==> src/rtl/wb_commit.sv <==
// Write-back commit stage: GPR file, HI/LO pair and LLbit, each with a
// same-cycle write-to-read bypass. While rst is low, all state and outputs read zero.
module wb_commit #(
    parameter int DATA_W = 32,
    parameter int ADDR_W = 5
) (
    input  logic              clk,
    input  logic              rst,
    input  logic [ADDR_W-1:0] wb_wd,
    input  logic              wb_wreg,
    input  logic [DATA_W-1:0] wb_wdata,
    input  logic [DATA_W-1:0] wb_hi,
    input  logic [DATA_W-1:0] wb_lo,
    input  logic              wb_whilo,
    input  logic              wb_LLbit_we,
    input  logic              wb_LLbit_value,
    input  logic              flush,
    input  logic              re1,
    input  logic              re2,
    input  logic [ADDR_W-1:0] raddr1,
    input  logic [ADDR_W-1:0] raddr2,
    output logic [DATA_W-1:0] rdata1,
    output logic [DATA_W-1:0] rdata2,
    output logic [DATA_W-1:0] hi_o,
    output logic [DATA_W-1:0] lo_o,
    output logic              LLbit_o
);
    localparam int NREG = 2 ** ADDR_W;

    logic [DATA_W-1:0] gpr_q [NREG];
    logic [DATA_W-1:0] hi_q;
    logic [DATA_W-1:0] hi_d;
    logic [DATA_W-1:0] lo_q;
    logic [DATA_W-1:0] lo_d;
    logic              llbit_q;
    logic              llbit_d;
    logic              gpr_we_s;

    function automatic logic [DATA_W-1:0] read_port(
        input logic              re,
        input logic [ADDR_W-1:0] addr,
        input logic [DATA_W-1:0] stored,
        input logic              we,
        input logic [ADDR_W-1:0] wd,
        input logic [DATA_W-1:0] wdata
    );
        logic [DATA_W-1:0] val;
        if (!re || (addr == '0)) begin
            val = '0;
        end else if (we && (addr == wd)) begin
            val = wdata;
        end else begin
            val = stored;
        end
        return val;
    endfunction

    // Next state of HI/LO/LLbit; it is also exactly the bypassed view seen on the outputs.
    always_comb begin
        gpr_we_s = wb_wreg && (wb_wd != '0);
        hi_d     = wb_whilo ? wb_hi : hi_q;
        lo_d     = wb_whilo ? wb_lo : lo_q;
        if (flush) begin
            llbit_d = 1'b0;
        end else if (wb_LLbit_we) begin
            llbit_d = wb_LLbit_value;
        end else begin
            llbit_d = llbit_q;
        end
    end

    // GPR storage; entry 0 is never written, so it stays zero.
    always_ff @(posedge clk or negedge rst) begin
        if (!rst) begin
            for (int i = 0; i < NREG; i++) begin
                gpr_q[i] <= '0;
            end
        end else if (gpr_we_s) begin
            gpr_q[wb_wd] <= wb_wdata;
        end
    end

    // HI/LO and LLbit storage.
    always_ff @(posedge clk or negedge rst) begin
        if (!rst) begin
            hi_q    <= '0;
            lo_q    <= '0;
            llbit_q <= 1'b0;
        end else begin
            hi_q    <= hi_d;
            lo_q    <= lo_d;
            llbit_q <= llbit_d;
        end
    end

    // Output view with bypass; forced to zero while rst is low.
    always_comb begin
        if (rst) begin
            rdata1  = read_port(re1, raddr1, gpr_q[raddr1], gpr_we_s, wb_wd, wb_wdata);
            rdata2  = read_port(re2, raddr2, gpr_q[raddr2], gpr_we_s, wb_wd, wb_wdata);
            hi_o    = hi_d;
            lo_o    = lo_d;
            LLbit_o = llbit_d;
        end else begin
            rdata1  = '0;
            rdata2  = '0;
            hi_o    = '0;
            lo_o    = '0;
            LLbit_o = 1'b0;
        end
    end

endmodule

==> config.mk <==
export PLATFORM = sky130hd
export DESIGN_NAME = wb_commit
export DESIGN_NICKNAME = d
export VERILOG_FILES = /design/src/rtl/wb_commit.sv
export SDC_FILE = /design/constraint.sdc
export NUM_CORES = 2
export LEC_CHECK = 0
export BUFFER_PORTS_ARGS = -buffer_cell sky130_fd_sc_hd__buf_2
export CAP_MARGIN = 20
export CORE_MARGIN = 4
export CORE_UTILIZATION = 57
export CTS_CLUSTER_DIAMETER = 120
export DETAILED_ROUTE_END_ITERATION = 8
export GPL_TIMING_DRIVEN = 0
export PLACE_DENSITY = 0.75
export SYNTH_ARGS = -nofsm -noshare
export SYNTH_HDL_FRONTEND = slang
export SYNTH_SLANG_ARGS = --single-unit
export TNS_END_PERCENT = 1
==> constraint.sdc <==
create_clock -name clk -period 3.6 [get_ports clk]
set_input_delay 0.18 -clock clk [delete_from_list [all_inputs] [get_ports clk]]
set_output_delay 0.18 -clock clk [all_outputs]
set_load 0.02 [all_outputs]
; After elaboration in Yosys (flattened, before gate mapping)
; Index checks and enable logic that the tools add are counted.
[word_totals]
mem_count = 0
latch_bits = 0
mem_bits_ro = 0
ram_bits = 0
reg_bits = 1089
[classes]
n_mux = 22
eq_ne = 2
magnitude_cmp = 4
bitwise_logic = 3
shifts = 0
div_mod_pow = 0
n_reduce_logical = 11
n_addsub = 0
mul = 0
[ops]
columns = operator, count
row1 = 1024-bit bitwise mux, 1
row2 = 32-bit two-way mux, 15
row3 = 32-bit binary-select mux with 5-bit select, 2
row4 = 32-bit demux with 5-bit select, 1
row5 = 6-bit >= comparator (second input constant), 3
row6 = 5-bit NOT with 6-bit output, 3
row7 = 5-bit == test, 2
row8 = 5-bit logical NOT, 2
row9 = 6-bit by 1-bit less-than comparator with 1-bit output (second input constant), 1
row10 = 5-bit nonzero test, 1
row11 = 1-bit logical AND, 4
row12 = 1-bit two-way mux, 3
row13 = 1-bit logical NOT, 2
row14 = 1-bit logical OR, 2

; Depth between registers and ports, before layout
[depth]
depth_word = 7
depth_mapped = 8
mapped_depth_nobuf = 5

; Worst setup path after synthesis
; OpenSTA, ideal clock, no wires.
[synth_path]
path_type = input -> output
startpoint = in raddr1[0]
endpoint = out rdata1[30]
required_ns = 3.420
slack_ns = 1.607
cell_stages = 7
path_buffers = 3
arrival_time_ns = 1.813
cell_sequence = buf_2 -> buf_6 -> buf_2 -> mux4_2 -> a22oi_1 -> a21oi_1 -> a211o_1
[synth_via]
elab_chain_len = 7
word_cells_on_any_way = 11
[synth_lines]
columns = item, line
row1 = "start, declared", 20  ; input logic [ADDR_W-1:0] raddr1,
row2 = 5-bit NOT with 6-bit output (implied by the code), 99  ; rdata1 = read_port(re1, raddr1, gpr_q[raddr1], gpr_we_s, wb_wd, wb_wdata);
row3 = 32-bit binary-select mux with 5-bit select, 99
row4 = 32-bit two-way mux (implied by the code) (2 in a row), 99
row5 = 32-bit two-way mux, 50  ; end else if (we && (addr == wd)) begin
row6 = 32-bit two-way mux *, 48  ; if (!re || (addr == '0)) begin
row7 = 32-bit two-way mux *, 98  ; if (rst) begin
row8 = "end, declared", 22  ; output logic [DATA_W-1:0] rdata1,
; Mark *: on every way between the ends. The rest lies on a longest branch, timed or not. The select of a mux whose other input is x is not followed.

; Final worst setup path
[layout_path]
startpoint = in raddr1[1]
endpoint = out rdata1[10]
; The elaborated chain is that of the path after synthesis.

==> results.yml <==
status:
  status: "complete, but fails checks"
  violations: "negative setup slack"
placement:
  portBuffers: 238
  dp_hpwl_um: 137000
  gp_congestion: 1.00
  placed_cell_area_um2: 61000
timing:
  worst_slew_pin_slew_ps: 1280
  grt_setup_unrepaired: "no"
  worst_slack_ps: -116
  fin_crit_sh: 1.03
  holdWs_ps: 19.6
  final_hold_viol_count: 0
  slew_headroom: 0.145
  layout_min_cycle_time_ps: 3720
  fmax_mhz: 269
  setup_viol: 2
  finClkSkew_ps: 0
  slew_viol_final: 0
pwr:
  p_per_area_nw_per_um2: 542
  irDropWorstVdd_v: 0.000489
  total_power_uw: 36000
  leakage_uw: 0.0295
floorplan:
  ios: 249
  initial_core_util: 0.575
  core_um2: 100000
  die_w_um: 326
  placementRows: 116
  dieArea_um2: 106000
  die_height_um: 326
clocking:
  clk_latency_ps: 720
  cts_resized: 0
  cts_buffer_depth: 3
  cts_tree: "yes"
  cts-root-buf: "clkbuf_16"
  cts_buffers: 114
  htreeDepth: 3
  cts_setup_buffers: 0
  clkTransAtPathRegs_ps: 60
  clock-sinks: 1089
worst_hold_path:
  hp-class: "input pin to async pin"
global_routing:
  grt_pass1_vias: 42704
  grt_usage: 0.377
  grt_max_degree: 171
  grt_remaining_overflow: 0
  grt_first_pass_wirelength_um: 291000
  antenna_found_initial: 3
yosys:
  synth_edf_count: 0
  synthArstFlopShare: 1.00
  synthFlopType: "dfrtp_1"
  netlist_area_um2: 57700
  syn-num-nets: 4096
  yosys_warnings: 0
  syn_inst: 3976
  yosysSeqAreaShare: 0.472
  ys_types: 38
  syn_avg_cell_area_um2: 14.5
  ys_seq_elements: 1089
worst_setup_path:
  cpPeakStageDelay_ps: 920
  cpLargestDelayFamily: "buffers and inverters"
  path_cells: "buf_2 > buf_2 > clkbuf_1 > mux4_2 > a22oi_1 > a21oi_1 > a211o_1 > buf_2"
  critPathKind: "input pin to output port"
  startpoint_type: "input pin"
  path_buf_inv: 4
  critical_path.endpoint_type: "output port"
  required_ps: 3420
  cp_max_fo: 10
  cp.arrival_ps: 3540
  cp_common_cell: "buf_2"
  crit_slowest_cell: "clkbuf_1"
cells_and_area:
  drive_gt1_frac: 0.454
  final_util: 0.661
  finalInstanceArea_um2: 66300
  nNetsFinal: 4595
  layout_commonest_cell: "dfrtp_1"
  mostFrequentLayoutCells: "1089 x dfrtp_1, 1056 x mux2_2, 384 x mux4_2, 330 x buf_2"
  syn_to_final_growth_pct: 15.0
  n_fill_cell: 7215
drt:
  ant_nets: 0
  drc: 0
  num_vias: 42277
  drt_wl_total_um: 204000
  drtIter0Drc: 5563
  dr.pass1.iters: 6
  routedWlPerCell_um: 34.3
  viasPerCell: 7.13
run:
  drv_cap: 0
per-stage QoR:
step / setup WS, ps / TNS (ps) / instances
floorplan: 1610 / 0 / 3976
CTS: 194 / 0 / 5916
detailed placement: 196 / 0 / 5597
finish: -116 / -133 / 5931
global route: 32.3 / 0 / 5927
global placement: -21700 / - / 5571
power by group:
group | leakage [µW] | total [µW] | internal, µW | switching [µW]
sequential | 0.0139 | 16100 | 14500 | 1620
combinational | 0.0137 | 7460 | 4100 | 3360
clock | 0.00191 | 12400 | 7160 | 5230
worst paths after layout:
kind,startpoint,end,slack (ps),cells after the start
worst max-delay path,raddr1[1],rdata1[10],-120,8
worst min-delay path,rst,hi_q[23],20,7
worst min register to register,gpr_q[993],gpr_q[993],480,1
min in group clk,wb_whilo,lo_q[31],20,2
worst max register to register,llbit_q,llbit_q,2380,3
max in group asynchronous,rst,gpr_q[754],2120,8
registers in the layout (all words and copies together), names as in the netlist:
name and count:
gpr_q 1024, hi_q 32, llbit_q 1, lo_q 32
worst register-to-register path, delay by kind of cell, from the launching register on:
family / cells / cell delay (ps)
DFF: 1 / 360
and+or+nand+nor: 1 / 70
buffers and inverters: 1 / 560
muxes: 1 / 120
metal layers:
metal,share of wire,wire length [µm],global-route usage
met3,0.12,25100,0.136
met2,0.44,89400,0.553
met5,0.000064,13,0.00136
met1,0.37,75100,0.489
met4,0.069,14100,0.212
repair_timing:
item	in CTS	in global routing
hold buffers	108	3
endpoints found under the hold margin	412	114
setup endpoints to repair	0	1
Yosys cell counts (2+ instances only):
cell type,number,area [µm²]
a22oi_1,192,1440
nor2b_1,4,25.0
nand3_1,4,20.0
mux4_2,384,8650
buf_2,92,460
mux2i_1,257,2570
o21bai_1,64,480
nor2_1,28,105
nor3_1,3,15.0
o31ai_1,2,15.0
nand2_1,53,199
a221o_1,32,320
nor3b_1,4,30.0
nand3b_1,3,22.5
buf_6,16,180
and2_1,67,419
clkbuf_1,234,878
inv_1,4,15.0
a221oi_1,128,1120
a211o_1,32,280
xnor2_1,10,87.6
a21oi_1,96,480
dfrtp_1,1089,27300
or2_2,2,12.5
buf_1,61,229
buf_4,48,360
mux2_2,1056,11900
area by class of cell:
cell class / instances / area (µm²) / area share
Sequential cell: 1089 / 27300 / 0.411
Tap cell: 1357 / 1700 / 0.0256
Multi-Input combinational cell: 2432 / 28300 / 0.427
Timing Repair Buffer: 383 / 3040 / 0.0459
Clock inverter: 46 / 537 / 0.00809
Inverter: 4 / 15.0 / 0.000226
Clock buffer: 165 / 3350 / 0.0505
Buffer: 451 / 2110 / 0.0318
Antenna cell: 4 / 10.0 / 0.000151
kinds of logic (layout without fill, tap and decap cells):
group           after synthesis  count (layout)  share of synthesized area
mux                        1697            1697                      0.401
buf+inv                     455            1049                     0.0368
other cells                   0               4                          0
xor+xnor                     10              10                    0.00152
compound gates              551             551                     0.0732
simple gates                174             174                     0.0155
flops                      1089            1089                      0.472
(Power assumes the default switching activity.)
